**src/rtl/banco_ctrl_pkg.sv**
```systemverilog
// Purpose: shared FSM state encoding and bell tone codes for banco_ctrl.
// Latency: n/a (types and constants only).
// Backpressure: n/a.
package banco_ctrl_pkg;

    typedef enum logic [1:0] {
        IDLE  = 2'd0,
        WRITE = 2'd1,
        CLEAR = 2'd2
    } state_t;

    localparam logic [7:0] TONE_NONE = 8'd0;
    localparam logic [7:0] TONE_KEY  = 8'd1;
    localparam logic [7:0] TONE_CLR  = 8'd2;

endpackage

```
**src/rtl/flanco_subida.sv**
```systemverilog
// Purpose: rising-edge detector; one registered pulse per 0->1 transition of din.
// Latency: evt is high in the cycle after the clock edge that first samples din high.
// Backpressure: none; a level held high yields a single event.
// Ports: clk, rst (async active-low), din (level input), evt (one-cycle event pulse).
module flanco_subida (
    input  logic clk,
    input  logic rst,
    input  logic din,
    output logic evt
);

    logic prev;

    // History resets to 1 so a level already high at reset release is not an edge.
    always_ff @(posedge clk or negedge rst) begin
        if (!rst) begin
            prev <= 1'b1;
            evt  <= 1'b0;
        end else begin
            prev <= din;
            evt  <= din & ~prev;
        end
    end

endmodule

```
**src/rtl/banco_ctrl.sv**
```systemverilog
// Purpose: keypad/clear controller for a 2^AW x DW colour bank with shadow copy and bell code.
// Latency: key write strobe 2 cycles after key_valid is sampled high; clear takes 2^AW cycles.
// Backpressure: events arriving while busy are held in one-deep pending slots (latest key wins).
// Ports: clk, rst (async active-low), key_valid/key_pos (keypad), clr_req (bulk clear),
//        wr_en/wr_addr/wr_data (bank write port), busy, caso (bell tone code).
// Option: define BANCO_CTRL_BELL_EN to build the tone timer; otherwise caso is tied to 0.
module banco_ctrl
    import banco_ctrl_pkg::*;
#(
    parameter int unsigned     AW       = 4,
    parameter int unsigned     DW       = 3,
    parameter logic [DW-1:0]   CLR_VAL  = '0,
    parameter logic [23:0]     BELL_CYC = 24'd5_000_000
) (
    input  logic          clk,
    input  logic          rst,
    input  logic          key_valid,
    input  logic [AW-1:0] key_pos,
    input  logic          clr_req,
    output logic          wr_en,
    output logic [AW-1:0] wr_addr,
    output logic [DW-1:0] wr_data,
    output logic          busy,
    output logic [7:0]    caso
);

    localparam int unsigned DEPTH = 1 << AW;

    state_t        state;
    state_t        state_nxt;
    logic          key_evt;
    logic          clr_evt;
    logic [AW-1:0] key_pos_r;
    logic          key_pend;
    logic [AW-1:0] key_pend_pos;
    logic          clr_pend;
    logic          start_write;
    logic          start_clear;
    logic [AW-1:0] wr_pos;
    logic [DW-1:0] shadow [DEPTH];

    flanco_subida u_key_edge (
        .clk (clk),
        .rst (rst),
        .din (key_valid),
        .evt (key_evt)
    );

    flanco_subida u_clr_edge (
        .clk (clk),
        .rst (rst),
        .din (clr_req),
        .evt (clr_evt)
    );

    // The edge pulse is one cycle behind key_valid, so key_pos is delayed to match.
    always_ff @(posedge clk or negedge rst) begin
        if (!rst) begin
            key_pos_r <= '0;
        end else begin
            key_pos_r <= key_pos;
        end
    end

    always_ff @(posedge clk or negedge rst) begin
        if (!rst) begin
            state <= IDLE;
        end else begin
            state <= state_nxt;
        end
    end

    // Clear has priority over any key; a pending key is taken in the first free IDLE cycle.
    always_comb begin
        state_nxt   = state;
        start_write = 1'b0;
        start_clear = 1'b0;
        wr_pos      = key_pos_r;
        unique case (state)
            IDLE: begin
                if (clr_evt || clr_pend) begin
                    state_nxt   = CLEAR;
                    start_clear = 1'b1;
                end else if (key_evt) begin
                    state_nxt   = WRITE;
                    start_write = 1'b1;
                    wr_pos      = key_pos_r;
                end else if (key_pend) begin
                    state_nxt   = WRITE;
                    start_write = 1'b1;
                    wr_pos      = key_pend_pos;
                end
            end
            WRITE: begin
                state_nxt = IDLE;
            end
            CLEAR: begin
                if (wr_addr == '1) begin
                    state_nxt = IDLE;
                end
            end
            default: begin
                state_nxt = IDLE;
            end
        endcase
    end

    assign wr_en = (state == WRITE) || (state == CLEAR);
    assign busy  = wr_en;

    // Pending slots: a key that cannot start now (busy, or losing to a clear) is parked.
    always_ff @(posedge clk or negedge rst) begin
        if (!rst) begin
            key_pend     <= 1'b0;
            key_pend_pos <= '0;
            clr_pend     <= 1'b0;
        end else begin
            if (key_evt && ((state != IDLE) || clr_evt || clr_pend)) begin
                key_pend     <= 1'b1;
                key_pend_pos <= key_pos_r;
            end else if (start_write) begin
                key_pend <= 1'b0;
            end

            if (clr_evt && (state == WRITE)) begin
                clr_pend <= 1'b1;
            end else if (start_clear) begin
                clr_pend <= 1'b0;
            end
        end
    end

    // Write port registers and the shadow copy; the shadow takes whatever the bank takes.
    always_ff @(posedge clk or negedge rst) begin
        if (!rst) begin
            wr_addr <= '0;
            wr_data <= '0;
            for (int i = 0; i < DEPTH; i++) begin
                shadow[i] <= '0;
            end
        end else begin
            if (start_write) begin
                wr_addr <= wr_pos;
                wr_data <= shadow[wr_pos] + DW'(1);
            end else if (start_clear) begin
                wr_addr <= '0;
                wr_data <= CLR_VAL;
            end else if ((state == CLEAR) && (wr_addr != '1)) begin
                wr_addr <= wr_addr + AW'(1);
            end

            if (wr_en) begin
                shadow[wr_addr] <= wr_data;
            end
        end
    end

`ifdef BANCO_CTRL_BELL_EN
    logic [23:0] tone_tmr;

    // Code is loaded on the edge that completes the operation and held BELL_CYC cycles.
    always_ff @(posedge clk or negedge rst) begin
        if (!rst) begin
            caso     <= TONE_NONE;
            tone_tmr <= '0;
        end else if (state == WRITE) begin
            caso     <= TONE_KEY;
            tone_tmr <= BELL_CYC;
        end else if ((state == CLEAR) && (wr_addr == '1)) begin
            caso     <= TONE_CLR;
            tone_tmr <= BELL_CYC;
        end else if (tone_tmr != 24'd0) begin
            tone_tmr <= tone_tmr - 24'd1;
            if (tone_tmr == 24'd1) begin
                caso <= TONE_NONE;
            end
        end
    end
`else
    localparam logic [23:0] BELL_CYC_UNUSED = BELL_CYC;
    assign caso = TONE_NONE;
`endif

endmodule

```
**config.mk**
```make
export PLATFORM = sky130hd
export DESIGN_NAME = banco_ctrl
export DESIGN_NICKNAME = d
export VERILOG_FILES = /design/src/rtl/banco_ctrl_pkg.sv /design/src/rtl/flanco_subida.sv /design/src/rtl/banco_ctrl.sv
export SDC_FILE = /design/constraint.sdc
export NUM_CORES = 1
export LEC_CHECK = 0
export CORE_UTILIZATION = 60
export DETAILED_ROUTE_END_ITERATION = 6
export GPL_TIMING_DRIVEN = 0
export PLACE_DENSITY = 0.91
export SLEW_MARGIN = 20
export SYNTH_ARGS = -nofsm -noshare
export SYNTH_HDL_FRONTEND = slang
export SYNTH_HIERARCHICAL = 1
export SYNTH_SLANG_ARGS = --single-unit
export TNS_END_PERCENT = 20
```
**constraint.sdc**
```tcl
create_clock -name clk -period 5.8 [get_ports clk]
set_clock_uncertainty 0.05 [all_clocks]
set_input_delay 1.45 -clock clk [delete_from_list [all_inputs] [get_ports clk]]
set_output_delay 1.45 -clock clk [all_outputs]
set_load 0.01 [all_outputs]
```
=== Word-level counts from Yosys, hierarchy flattened ===
Cells that the tools add are included.

* Word-level logic and storage cells: 89
* Input port bits: 8
* Bits in registers: 71
* Output and inout port bits: 17

* Reduce and logical (&&, ||, !) cells: 15
* Add/subtract/negate cells: 2
* $lt $le $gt $ge: 3
* Eq/ne operators: 6
* Bitwise operators: 6
* Mux-type cells: 30

{| class="wikitable"
|+ Operators by type and width
! kind !! count
|-
| 48-bit bitwise mux || 1
|-
| 4-bit two-way mux || 7
|-
| 3-bit two-way mux || 5
|-
| 3-bit binary-select mux with 4-bit select || 1
|-
| 3-bit demux with 4-bit select || 1
|-
| 5-bit greater-or-equal comparator, second input constant || 2
|-
| 1-bit two-way mux || 10
|-
| 4-bit NOT with 5-bit output || 2
|-
| 2-bit two-way mux || 4
|-
| 2-bit nonzero test || 4
|-
| 5-bit by 1-bit < comparator with 1-bit output, second input constant || 1
|-
| 4-bit by 1-bit adder with 4-bit output, second input constant || 1
|-
| 4-bit equality test, second input constant || 1
|-
| 1-bit logical AND || 4
|-
| 1-bit logical OR || 4
|-
| 4-bit by 3-bit inequality test with 1-bit output, second input constant || 1
|-
| 4-bit inequality test, second input constant || 1
|-
| 2-bit case mux with 2 select lines || 1
|-
| 3-bit by 1-bit adder with 3-bit output, second input constant || 1
|-
| 3-bit nonzero test || 1
|-
| 1-bit bitwise AND || 2
|-
| 2-bit by 1-bit equality test with 1-bit output, second input constant || 1
|-
| 2-bit equality test, second input constant || 1
|-
| 2-bit logical NOT || 1
|-
| 3 further kinds || 4
|}

=== Logic depth before layout (Yosys ltp) ===
Gate-level depths: netlist of the first run.

* Depth after elaboration: 10
* Gate-level depth with buffers: 13
* Mapped depth without buffers: 12

=== Hierarchy ===
Netlist of the first run, hierarchy kept.

{| class="wikitable"
|+ Modules (own cells, without submodules)
! module !! seq. area each (um^2) !! area an instance (um^2) !! cells each !! times used
|-
| banco_ctrl || 1676.6 || 3666.0 || 324 || 1
|-
| flanco_subida || 51.3 || 65.1 || 3 || 2
|}

=== Least setup slack after synthesis of the first run ===
OpenSTA, ideal clock, no wires.

* Kind: register to register
* Start: reg state[1]
* End: reg wr_data[2]
* Period minus slack after synthesis: 2.932 ns
* Path slack: 2.868 ns
* Path buffers: 0
* Data required time: 5.673 ns
* Library setup time: 0.077 ns
* Arrival: 2.805 ns
* Cell stages (with the launch flop): 13
* Cells stage by stage: dfrtp_1 inv_1 ha_1 nor3b_4 a21oi_1 nor2_4 mux4_2 nor2b_4 a211oi_2 a21oi_1 ha_1 xor2_1 o21ai_1

* Cells in the longest elaborated chain, start to end: 8
* Elaborated cells on any way between the ends: 11
* Classes of those cells: add/sub (1); mux (7); bitwise (1); reduce/logical (2)

{| class="wikitable"
|+ RTL lines
! item !! line !! text
|-
| start: declaration || banco_ctrl.sv:29 || <nowiki>state_t state;</nowiki>
|-
| start signal: assignment || banco_ctrl.sv:69 || <nowiki>state <= state_nxt;</nowiki>
|-
| 2-bit logical NOT (*) || banco_ctrl.sv:79 || <nowiki>unique case (state)</nowiki>
|-
| 4-bit two-way mux || banco_ctrl.sv:79 ||
|-
| 4-bit NOT with 5-bit output (implied by the code) || banco_ctrl.sv:144 || <nowiki>wr_data <= shadow[wr_pos] + DW'(1);</nowiki>
|-
| 3-bit binary-select mux with 4-bit select || banco_ctrl.sv:144 ||
|-
| 3-bit two-way mux (implied by the code) (2 in a row) || banco_ctrl.sv:144 ||
|-
| 3-bit by 1-bit adder with 3-bit output || banco_ctrl.sv:144 ||
|-
| 3-bit two-way mux || banco_ctrl.sv:142 || <nowiki>if (start_write) begin</nowiki>
|-
| end signal: assignment || banco_ctrl.sv:144 ||
|-
| end: declaration || banco_ctrl.sv:22 || <nowiki>output logic [DW-1:0] wr_data,</nowiki>
|}

Mark *: on every way between the ends. The rest lies on a longest branch, timed or not. The select of a mux whose other input is x is not followed.
A chain may end at the register's enable or synchronous reset.

=== Worst setup path in the final report of the first run ===
* Start: reg state[1]
* End: reg wr_data[1]

Same word-level chain as after synthesis.

==> results.toml, run 1 <==
[clock_tree]
h-tree-depth = 3
clkTransAtPathRegs_ns = 0.07
clock-sinks = 71
insertion_delay_ns = 0.36
post-cts-setup-buffers = 0
cts_buffers = 9
hold_buffers = 0
cts_tree = "built"
ctsResizeCount = 0
root_buffer = "clkbuf_8"
ctsLongestPathBuffers = 2

[global_routing]
grt_pass1_vias = 2852
grt_pass1_wl_um = 14100
antenna_found_initial = 0
grt.total_usage = 0.293
grt_max_degree = 58
overflow = 0

[placement]
place_congestion = 0.927
portBuffers = 16
dpl_cell_area_sq_um = 4100
dp_slack_ns = 2.40
dp_hpwl_um = 5990
dp.cells = 429

[die]
io_pins = 25
initial_core_util = 0.630
die_y_um = 81.5
die_w_um = 81.5
core-area_sq_um = 6030
dieArea_sq_um = 6650
rows = 28

[sta]
layout_setup_ws_ns = 2.31
rsz0062_at_grt = "no"
post-route-period-util = 0.601
setup_violations = 0
slew_violations = 0
fin_tns_setup_ns = 0
worst_slew_pin_slew_ns = 0.671
maxSlewHeadroom = 0.549
whs_ns = 0.452
min_period_ns = 3.49
fmax_mhz = 287
hold_violations = 0

[synth]
syn_area_sq_um = 3800
ys_ff_latch = 71
ys_top_cells_by_area = "dfrtp_1, mux2_2, nand2_1, ha_1, mux4_2"
yosysWarnings = 6
syn-instance-count = 330
yosys.area.top_type = "dfrtp_1"
yosysSeqAreaShare = 0.469
synth_edf_count = 0
synthFlopType = "dfrtp_1"
synth_top_cell_area_share = 0.455
avgSynthCellArea_sq_um = 11.5
async_reset_ff_frac = 1.00
ys_types = 61

[worst_setup_path]
cpMaxStageDelayCell = "mux4_2"
critPathLaunch = "state[1]"
critical_path_buf_inv_count = 2
crit_family = "simple AND/OR/NAND/NOR gates"
crit_required_ns = 6.02
reg2regPathDepth = 12
worst-path-stages = 12
worstReg2RegStart = "state[1]"
cp-start-kind = "flop"
crit_fanout = 9
cp_cell_sequence = "inv_1 > ha_1 > nor3b_4 > a21oi_1 > nor2_4 > mux4_2 > nor2b_4 > a211oi_2 > a21oi_1 > ha_1 > inv_1 > o21ai_0"
critPathKind = "flop to flop"
crit_path_max_incr_delay_ns = 0.55
rrSetupSlack_ns = 2.31
endpoint_kind = "flop"
critPathArrivalTime_ns = 3.71
crit_end = "wr_data[1]"
reg2reg_to = "wr_data[1]"

[final_layout]
final_cell_mix = "dfrtp_1, mux2_2, nand2_1"
final_cells = 444
fin_area_sq_um = 4340
antenna_cells = 0
finalNetCount = 381
area_growth_pct = 14.2
utilization = 0.719
n_fill_cell = 398
drive_gt1_frac = 0.276
final_common_cell = "dfrtp_1"

[power_and_ir_drop]
powerDensity_nw_per_um2 = 477
power.leakage_nw = 1.92
power_mw = 2.07
ir_drop_mv = 0.367

[detailed_routing]
totalWireLength_um = 8720
viasPerCell = 6.43
firstDrtPassIters = 5
drc = 0
num_vias = 2857
wire_per_inst_um = 19.6
first_iter_violations = 222
drt.antenna.violating_nets = 0

[run_status]
outcome = "complete, no violations"

[worst_hold_path]
hp-class = "flop to flop"

[run]
maxCapViolations = 0
## worst min path at each step
stage                         start        endpoint  slack (ns)  depth (start not counted)
floorplan                shadow[24]      shadow[24]        0.42                          1
global placement    u_clr_edge/prev  u_clr_edge/evt        0.43                          1
detailed placement  u_key_edge/prev  u_key_edge/evt        0.43                          1
CTS                      shadow[24]      shadow[24]        0.46                          1
global route        u_key_edge/prev  u_key_edge/evt        0.46                          1
finish              u_key_edge/prev  u_key_edge/evt        0.45                          1
## flip-flops by register name, summed over array words and instances (netlist names)
register	cells
shadow	48
wr_addr	4
key_pend	1
u_key_edge/prev	1
clr_pend	1
wr_data	3
u_clr_edge/evt	1
key_pend_pos	4
u_key_edge/evt	1
u_clr_edge/prev	1
state	2
key_pos_r	4
## worst reg2reg max path: stages, from the launching register on
cell,delay [ns]
dfrtp_1,0.42
inv_1,0.10
ha_1,0.28
nor3b_4,0.47
a21oi_1,0.26
nor2_4,0.36
mux4_2,0.55
nor2b_4,0.14
a211oi_2,0.19
a21oi_1,0.08
ha_1,0.32
inv_1,0.04
o21ai_0,0.16
## layer usage
layer,global-route usage,vias to the layer above,share of wire
met5,0,-,0
met4,0.118,0,0.027
met3,0.0844,26,0.073
met2,0.468,146,0.48
met1,0.375,1411,0.42
li1,-,1274,-
## layout make-up
type	instances	area [sq um]	share of cell area
Tap cell	75	93.8	0.0216
Timing Repair Buffer	17	185	0.0427
Multi-Input combinational cell	231	1850	0.427
Sequential cell	71	1780	0.410
Buffer	25	155	0.0358
Clock inverter	5	106	0.0245
Clock buffer	10	128	0.0294
Inverter	10	37.5	0.00866
## cells by family after synthesis
logic type      share of synthesized area
compound gates                      0.131
xor+xnor                          0.00923
fa+ha+maj                          0.0264
buf+inv                            0.0508
flops                               0.469
mux                                 0.190
other cells                      0.000988
simple gates                        0.123
## Yosys cell counts (7+ instances only)
library cell	number
clkbuf_1	9
nand2b_1	7
nand2_1	29
mux2_2	49
a21oi_1	9
mux2i_1	8
ha_1	8
inv_1	10
dfrtp_1	69
a211oi_1	9
nand3_1	15
o21ai_0	10
buf_4	11
## report_power, final
group	internal, mW	switching [mW]	total (mW)
combinational	0.372	0.442	0.814
clock	0.285	0.189	0.473
sequential	0.649	0.129	0.778
(Power assumes the default switching activity.)
==> run 2: changes to the inputs <==
CORE_UTILIZATION = 59   (was 60)
PLACE_DENSITY = 0.9   (was 0.91)
clock period = 3.3 ns   (was 5.8 ns; I/O delays follow)
==> results.toml, run 2 (synthesized netlist as in run 1, its figures left out) <==
[run_status]
outcome = "complete, no violations"

[final_layout]
final_common_cell = "dfrtp_1"
final_cells = 451
n_fill_cell = 399
antenna_cells = 0
finalNetCount = 387
utilization = 0.723
largest_reg_flops = 48
fin_area_sq_um = 4380
regMostFlops = "shadow"
drive_gt1_frac = 0.295
final_cell_mix = "dfrtp_1, mux2_2, nand2_1"
area_growth_pct = 15.4

[die]
die_w_um = 82.2
initial_core_util = 0.626
io_pins = 25
die_y_um = 82.2
dieArea_sq_um = 6760
rows = 28
core-area_sq_um = 6060

[worst_setup_path]
reg2regPathDepth = 13
crit_fanout = 8
endpoint_kind = "flop"
cp-start-kind = "flop"
worstReg2RegStart = "state[1]"
reg2reg_to = "wr_data[2]"
crit_required_ns = 3.47
rrSetupSlack_ns = 0.07
critPathKind = "flop to flop"
critPathArrivalTime_ns = 3.40

[detailed_routing]
firstDrtPassIters = 5
wire_per_inst_um = 20.3
viasPerCell = 6.40
num_vias = 2888
totalWireLength_um = 9150
first_iter_violations = 286
drc = 0
drt.antenna.violating_nets = 0

[placement]
portBuffers = 16
place_congestion = 0.930
dpl_cell_area_sq_um = 4100
dp_hpwl_um = 6210
dp_slack_ns = -0.163
dp.cells = 429

[power_and_ir_drop]
power.leakage_nw = 1.94
powerDensity_nw_per_um2 = 826
ir_drop_mv = 0.600
power_mw = 3.62

[clock_tree]
h-tree-depth = 3
ctsLongestPathBuffers = 2
hold_buffers = 0
cts_tree = "built"
clock-sinks = 71
root_buffer = "clkbuf_8"
clkTransAtPathRegs_ns = 0.08
cts_buffers = 9
insertion_delay_ns = 0.36

[sta]
fin_tns_setup_ns = 0
worst_slew_pin_slew_ns = 0.725
slew_violations = 0
fmax_mhz = 309
hold_violations = 0
layout_setup_ws_ns = 0.0683
setup_violations = 0
whs_ns = 0.303
maxSlewHeadroom = 0.515
min_period_ns = 3.23
post-route-period-util = 0.979

[run]
maxCapViolations = 0

[global_routing]
overflow = 0
grt_max_degree = 52
antenna_found_initial = 0
grt_pass1_vias = 2860
grt.total_usage = 0.301
grt_pass1_wl_um = 14500

[worst_hold_path]
hp-class = "input pin to async pin"
[run 2: power by group]
part | total, mW | internal (mW) | switching (mW)
Clock | 0.724 | 0.378 | 0.346
Combinational | 1.53 | 0.700 | 0.832
Sequential | 1.36 | 1.14 | 0.223
Total | 3.62 | 2.22 | 1.40
[run 2: per-layer routing]
metal  vias to the layer above  part of all wire  global-route usage
met5                         -                 0                   0
met1                      1392              0.39               0.382
met3                        39             0.084              0.0791
li1                       1287                 -                   -
met4                         0             0.037               0.111
met2                       170              0.49               0.493
[run 2: repair_timing]
| item | in CTS | in global routing |
|---|---|---|
| endpoints found under the setup margin | 2 | 2 |
| pin swaps | 1 | 1 |
| gates resized for setup | 0 | 6 |
| buffers inserted | 1 | 5 |
| gates cloned | 0 | 0 |
[run 2: how the worst max path moves through the flow]
stage	startpoint	depth (start not counted)	endpoint
detailed placement	state[1]	12	wr_data[1]
global placement	rst	1	shadow[16]
finish	state[1]	13	wr_data[2]
CTS	state[1]	13	wr_data[1]
global route	state[1]	13	wr_data[2]
floorplan	state[1]	12	wr_data[2]
[run 2: cell type report]
type / instances / area (sq um) / share of cell area
well taps: 75 / 93.8 / 0.0214
clock buffers: 11 / 141 / 0.0323
clock inverters: 5 / 65.1 / 0.0149
repair buffers: 23 / 230 / 0.0526
flip-flops and latches: 71 / 1780 / 0.406
plain buffers: 25 / 158 / 0.0360
inverters: 10 / 37.5 / 0.00857
multi-input cells: 231 / 1870 / 0.428
[run 2: critical path: stages (launching register included)]
cell and delay, ns:
dfrtp_1 0.42, inv_1 0.12, ha_4 0.19, nor3b_4 0.16
buf_4 0.18, and3_4 0.20, nor2_4 0.24, mux4_2 0.53
nor2b_4 0.14, a211oi_2 0.27, a21oi_1 0.10, ha_1 0.25
xor2_1 0.17, o21ai_1 0.07
